**src/rtl/register_file_pkg.sv**
```systemverilog
// Shared definitions for the register file with issue scoreboard:
// default parameter values and the clear-sweep FSM state encoding.
package register_file_pkg;

  localparam int DATA_LENGTH_DEF = 32;
  localparam int ADDR_LENGTH_DEF = 5;
  localparam int BYPASS_DEF      = 1;

  typedef enum logic [0:0] {
    ST_IDLE  = 1'b0,
    ST_CLEAR = 1'b1
  } rf_state_e;

endpackage

```
**src/rtl/register_file_sb_scoreboard.sv**
```systemverilog
// Busy-bit scoreboard: one pending-write flag per register, set on issue,
// cleared on write-back, with the two read-port lookups.
module rf_scoreboard
  import register_file_pkg::*;
#(
  parameter int ADDR_LENGTH = ADDR_LENGTH_DEF
) (
  input  logic                   clk,
  input  logic                   rst_n,
  input  logic                   clear_all,
  input  logic                   set_en,
  input  logic [ADDR_LENGTH-1:0] set_addr,
  input  logic                   clr_en,
  input  logic [ADDR_LENGTH-1:0] clr_addr,
  input  logic                   lookup_en,
  input  logic                   byp_en,
  input  logic [ADDR_LENGTH-1:0] byp_addr,
  input  logic [ADDR_LENGTH-1:0] a1,
  input  logic [ADDR_LENGTH-1:0] a2,
  output logic                   busy1,
  output logic                   busy2
);

  localparam int REGS_QTY = 2 ** ADDR_LENGTH;

  logic [REGS_QTY-1:0] busy_q;
  logic [REGS_QTY-1:0] busy_d;

  // The set is applied after the clear so a same-cycle issue wins.
  always_comb begin
    busy_d = busy_q;
    if (clr_en) busy_d[clr_addr] = 1'b0;
    if (set_en) busy_d[set_addr] = 1'b1;
    if (clear_all) busy_d = '0;
  end

  always_ff @(posedge clk or negedge rst_n) begin
    if (!rst_n) busy_q <= '0;
    else        busy_q <= busy_d;
  end

  always_comb begin
    busy1 = 1'b0;
    busy2 = 1'b0;
    if (lookup_en) begin
      busy1 = (a1 != '0) && !(byp_en && (byp_addr == a1)) && busy_q[a1];
      busy2 = (a2 != '0) && !(byp_en && (byp_addr == a2)) && busy_q[a2];
    end
  end

endmodule

```
**src/rtl/register_file_sb.sv**
```systemverilog
// Two-read/one-write register file with write-to-read bypass, an issue
// scoreboard and a one-register-per-cycle clear sweep.
module register_file_sb
  import register_file_pkg::*;
#(
  parameter int DATA_LENGTH = DATA_LENGTH_DEF,
  parameter int ADDR_LENGTH = ADDR_LENGTH_DEF,
  parameter int BYPASS      = BYPASS_DEF
) (
  input  logic                   clk,
  input  logic                   rst,
  input  logic [ADDR_LENGTH-1:0] a1,
  input  logic [ADDR_LENGTH-1:0] a2,
  output logic [DATA_LENGTH-1:0] rd1,
  output logic [DATA_LENGTH-1:0] rd2,
  input  logic [ADDR_LENGTH-1:0] a3,
  input  logic [DATA_LENGTH-1:0] wd3,
  input  logic                   we3,
  input  logic                   iss_valid,
  input  logic [ADDR_LENGTH-1:0] iss_addr,
  output logic                   busy1,
  output logic                   busy2,
  output logic                   stall,
  input  logic                   clr,
  output logic                   ready,
  output rf_state_e              dbg_state
);

  localparam int REGS_QTY = 2 ** ADDR_LENGTH;
  localparam logic [ADDR_LENGTH-1:0] LAST_ADDR = ADDR_LENGTH'(REGS_QTY - 1);

  rf_state_e                state_q, state_d;
  logic [ADDR_LENGTH-1:0]   cnt_q, cnt_d;
  logic [DATA_LENGTH-1:0]   regs_q [REGS_QTY];
  logic [DATA_LENGTH-1:0]   regs_d [REGS_QTY];

  logic                     idle;
  logic                     wr_en;
  logic [ADDR_LENGTH-1:0]   wr_addr;
  logic [DATA_LENGTH-1:0]   wr_data;
  logic                     sb_clear_all;
  logic                     sb_set_en;
  logic                     sb_clr_en;
  logic                     byp_en;

  assign idle = (state_q == ST_IDLE);

  // A clr request in IDLE swallows any same-cycle write or issue.
  always_comb begin
    state_d      = state_q;
    cnt_d        = cnt_q;
    wr_en        = 1'b0;
    wr_addr      = a3;
    wr_data      = wd3;
    sb_clear_all = 1'b0;
    sb_set_en    = 1'b0;
    sb_clr_en    = 1'b0;
    case (state_q)
      ST_IDLE: begin
        if (clr) begin
          state_d      = ST_CLEAR;
          cnt_d        = ADDR_LENGTH'(1);
          sb_clear_all = 1'b1;
        end else begin
          wr_en     = we3 && (a3 != '0);
          sb_clr_en = we3;
          sb_set_en = iss_valid && (iss_addr != '0);
        end
      end
      ST_CLEAR: begin
        wr_en   = 1'b1;
        wr_addr = cnt_q;
        wr_data = '0;
        cnt_d   = cnt_q + ADDR_LENGTH'(1);
        if (cnt_q == LAST_ADDR) begin
          state_d = ST_IDLE;
          cnt_d   = '0;
        end
      end
      default: state_d = ST_IDLE;
    endcase
  end

  always_comb begin
    regs_d = regs_q;
    if (wr_en) regs_d[wr_addr] = wr_data;
  end

  always_ff @(posedge clk or negedge rst) begin
    if (!rst) begin
      state_q <= ST_IDLE;
      cnt_q   <= '0;
      regs_q  <= '{default: '0};
    end else begin
      state_q <= state_d;
      cnt_q   <= cnt_d;
      regs_q  <= regs_d;
    end
  end

  // Forwarding only applies to a live IDLE write; the sweep never bypasses.
  assign byp_en = (BYPASS != 0) && idle && we3;

  always_comb begin
    rd1 = '0;
    rd2 = '0;
    if (a1 != '0) rd1 = (byp_en && (a3 == a1)) ? wd3 : regs_q[a1];
    if (a2 != '0) rd2 = (byp_en && (a3 == a2)) ? wd3 : regs_q[a2];
  end

  rf_scoreboard #(
    .ADDR_LENGTH(ADDR_LENGTH)
  ) u_scoreboard (
    .clk      (clk),
    .rst_n    (rst),
    .clear_all(sb_clear_all),
    .set_en   (sb_set_en),
    .set_addr (iss_addr),
    .clr_en   (sb_clr_en),
    .clr_addr (a3),
    .lookup_en(idle),
    .byp_en   (byp_en),
    .byp_addr (a3),
    .a1       (a1),
    .a2       (a2),
    .busy1    (busy1),
    .busy2    (busy2)
  );

  assign stall     = busy1 | busy2;
  assign ready     = idle;
  assign dbg_state = state_q;

endmodule

```
**config.mk**
```make
export PLATFORM = sky130hd
export DESIGN_NAME = register_file_sb
export DESIGN_NICKNAME = d
export VERILOG_FILES = /design/src/rtl/register_file_pkg.sv /design/src/rtl/register_file_sb_scoreboard.sv /design/src/rtl/register_file_sb.sv
export SDC_FILE = /design/constraint.sdc
export NUM_CORES = 2
export LEC_CHECK = 0
export CORE_MARGIN = 5
export CORE_UTILIZATION = 50
export CTS_CLUSTER_SIZE = 24
export DETAILED_ROUTE_END_ITERATION = 16
export PLACE_DENSITY = 0.63
export SKIP_CTS_REPAIR_TIMING = 1
export SYNTH_ARGS = -nofsm -noshare
export SYNTH_HDL_FRONTEND = slang
export SYNTH_SLANG_ARGS = --single-unit
```
**constraint.sdc**
```tcl
create_clock -name clk -period 2.8 [get_ports clk]
set_input_delay 0.42 -clock clk [delete_from_list [all_inputs] [get_ports clk]]
set_output_delay 0.42 -clock clk [all_outputs]
set_load 0.01 [all_outputs]
```
==> flow_summary.json <==
{
  "status": "finished with violations",
  "failed_checks": "negative setup slack",
  "slew_viol_final": 0,
  "grt_usage": 0.3371,
  "cts_num_sinks": 1062,
  "synth_edf_count": 0,
  "first_global_vias": 45670,
  "critPathMostFrequentCell": "buf_12",
  "syn_area_per_cell_um2": 10.97,
  "drtPass1Iterations": 5,
  "leakagePower_nw": 30.03,
  "max_clock_freq_ghz": 0.3184,
  "start_util": 0.5022,
  "placementRows": 123,
  "synth-main-ff-cell": "dfrtp_1",
  "period_minus_slack_ps": 3141,
  "synthesis.area_um2": 56350,
  "final.setup.worst_slack_ps": -341.0,
  "antenna_found_initial": 4,
  "hold_path_class": "primary input to asynchronous set/reset pin",
  "synth_xor_xnor_area_share": 0.001865,
  "critical_path_required_ps": 2380,
  "yosys-mux-area-fraction": 0.2170,
  "critical_setup_path_kind": "flop to output port",
  "vdd.ir_drop.worst_mv": 0.5361,
  "die_x_um": 345.7,
  "critical-path-slowest-cell": "dfrtp_4",
  "path_max_fanout": 6,
  "synth_top_family_by_area": "multiplexers",
  "final_nets": 5627,
  "clock_tree_from_tritoncts": "yes",
  "cts_buffers": 111,
  "ys_seq_elements": 1062,
  "crit_chain": "nand2b_4 > nor2_2 > and2_4 > buf_4 > buf_12 > buf_12 > a41oi_1 > a21oi_2 > buf_2",
  "synth_simple_gate_area_frac": 0.1021,
  "count_of_routing_violations_after_the_opening_detailed_route_iteration": 5338,
  "routed-via-count": 46740,
  "asyncSetResetFlopFracSynth": 1.000,
  "layoutNonFillerInstCount": 7164,
  "seq_area_frac_synth": 0.4717,
  "via_per_inst": 6.524,
  "worst_ep_arrival_time_ps": 2720,
  "clkTransAtPathRegs_ps": 60,
  "clock_skew_ps": 19.40,
  "reg2regPathDepth": 8,
  "timing.final.crit_share": 1.122,
  "placed_cell_area_um2": 64720,
  "syn_to_final_growth_pct": 24.40,
  "drt_drc_violations_left": 0,
  "setup_viol": 62,
  "ctsLongestPathBuffers": 3,
  "synth_cell_types": 78,
  "io_pins": 126,
  "postSynthCellCount": 5137,
  "cpPeakStageDelay_ps": 500,
  "routabilityCongestion": 0.9218,
  "synth.yosys.warnings": 0,
  "ctsRootBufferMaster": "clkbuf_16",
  "grt_pass1_wl_um": 304900,
  "dp_cells": 6901,
  "route.final.wire_length_um": 208700,
  "max_cap_violations": 0,
  "avgRoutedWirePerCell_um": 29.14,
  "clock_insertion_delay_worst_skew_ps": 720,
  "grt_max_degree": 151,
  "power_density_nw_per_um2": 726.9,
  "cts_max_level": 3,
  "post-dp-hpwl_um": 141000,
  "portBuffers": 125,
  "globalRoute.totalOverflow": 0,
  "fillers": 8695,
  "unrepaired_setup_endpoints_after_global_routing": "true",
  "post_synth_fa_ha_maj_area_fraction": 0.0004441,
  "totalPowerFinal_mw": 50.95,
  "critPathLaunchType": "flop",
  "cp-end-kind": "output port",
  "slew_headroom": 0.4208,
  "finalInstanceArea_um2": 70100,
  "die_area_um2": 119500,
  "syn_nets": 5196,
  "die_height_um": 345.7,
  "ant_nets": 0,
  "core_um2": 112200,
  "hold_viol_final": 0,
  "tightest_slew_ps": 868.7,
  "synth_compound_area_frac": 0.1599,
  "post_route_cells_drive_above_1_share": 0.3074
}
==> state kept, by name (all words and copies together), names as in the netlist <==
register / cells
dbg_state: 1
regs_q: 1024
cnt_q: 5
u_scoreboard.busy_q: 32
==> per-stage QoR <==
step                        util  hold slack (ps)  setup WS [ps]  setup TNS [ps]
after floorplan                -            124.4          232.2               0
after CTS                 0.6114           -436.0          -1091          -54710
after detailed placement  0.5769            322.3         -932.7         -231630
final                     0.6248            186.1         -341.0          -10520
after global routing      0.6247            188.2         -356.0          -14720
after global placement    0.5769            327.6         -948.7         -227040
==> where the power goes <==
part           internal [mW]  total [mW]  switching, mW
logic                   6.47        14.8           8.31
clock network           9.25        15.7           6.48
registers               18.2        20.4           2.29
total                   33.9        51.0           17.1
==> synthesized netlist by cell type (all sizes together) (11+ instances only) <==
| master | instances | area share |
|---|---|---|
| a21boi | 12 | 0.0016 |
| and3 | 17 | 0.0019 |
| dfrtp | 1062 | 0.47 |
| xor2 | 11 | 0.0017 |
| clkbuf | 298 | 0.022 |
| nand2 | 1115 | 0.074 |
| mux2i | 104 | 0.019 |
| a211oi | 17 | 0.0023 |
| nor2 | 91 | 0.0061 |
| o21ai | 1055 | 0.094 |
| a22oi | 92 | 0.012 |
| nor3 | 23 | 0.0020 |
| o22ai | 100 | 0.012 |
| a221o | 18 | 0.0032 |
| nor2b | 14 | 0.0016 |
| nand3 | 25 | 0.0022 |
| a32o | 13 | 0.0023 |
| o221ai | 11 | 0.0017 |
| nand2b | 16 | 0.0018 |
| nor4 | 26 | 0.0031 |
| buf | 226 | 0.025 |
| mux4 | 460 | 0.18 |
| mux2 | 70 | 0.014 |
| a21oi | 77 | 0.0078 |
| a221oi | 24 | 0.0037 |
| o211ai | 26 | 0.0093 |
| and2 | 38 | 0.0042 |
==> per-layer routing <==
layer,routed length (um),vias up,global-route usage
li1,-,19730,-
met1,78650,23640,0.4627
met2,93650,2744,0.5107
met3,23340,614,0.08106
met4,13060,6,0.1625
met5,44,-,0
==> cell families after synthesis <==
kind of cell               Yosys count
DFF                               1062
xor gates and xnor gates            12
and+or+nand+nor                   1402
buffers and inverters              531
muxes                              634
adders and majority gates            2
AOI/OAI and AO/OA                 1494
==> final cells by class <==
| cell class | count | area, um^2 | share of cell area |
|---|---|---|---|
| Timing Repair Buffer | 842 | 9559 | 0.1364 |
| Clock inverter | 39 | 569.3 | 0.008122 |
| Antenna cell | 4 | 10.01 | 0.0001428 |
| Inverter | 7 | 26.28 | 0.0003748 |
| Multi-Input combinational cell | 3544 | 28170 | 0.4019 |
| Clock buffer | 166 | 3306 | 0.04716 |
| Sequential cell | 1062 | 26580 | 0.3792 |
| Tap cell | 1500 | 1877 | 0.02677 |
==> path summary, 6_finish.rpt <==
check	slack, ps	startpoint	end
worst max-delay path	-340	dbg_state	rd1[14]
worst min-delay path	190	rst	regs_q[539]
worst max register to register	200	dbg_state	regs_q[818]
worst min register to register	490	regs_q[169]	regs_q[169]
max in group asynchronous	1460	rst	regs_q[172]
min in group clk	420	iss_addr[1]	u_scoreboard.busy_q[31]
==> placed cells by master (no fill, tap or decap), types with 57 or more instances in the layout <==
master / count
nor2_1: 77
mux4_2: 452
a22oi_1: 57
o22ai_1: 75
dfrtp_1: 1061
buf_4: 456
mux2i_1: 100
nand2_1: 1102
o21ai_0: 927
mux2_2: 69
buf_12: 223
o21ai_1: 119
clkbuf_16: 118
==> critical path: cells and delay by family, from the launching register on <==
family / cells / cell delay [ps]
compound gates: 2 / 340
flops: 1 / 500
simple gates: 3 / 480
buf+inv: 4 / 660
Power figures use the tool's default switching activity.
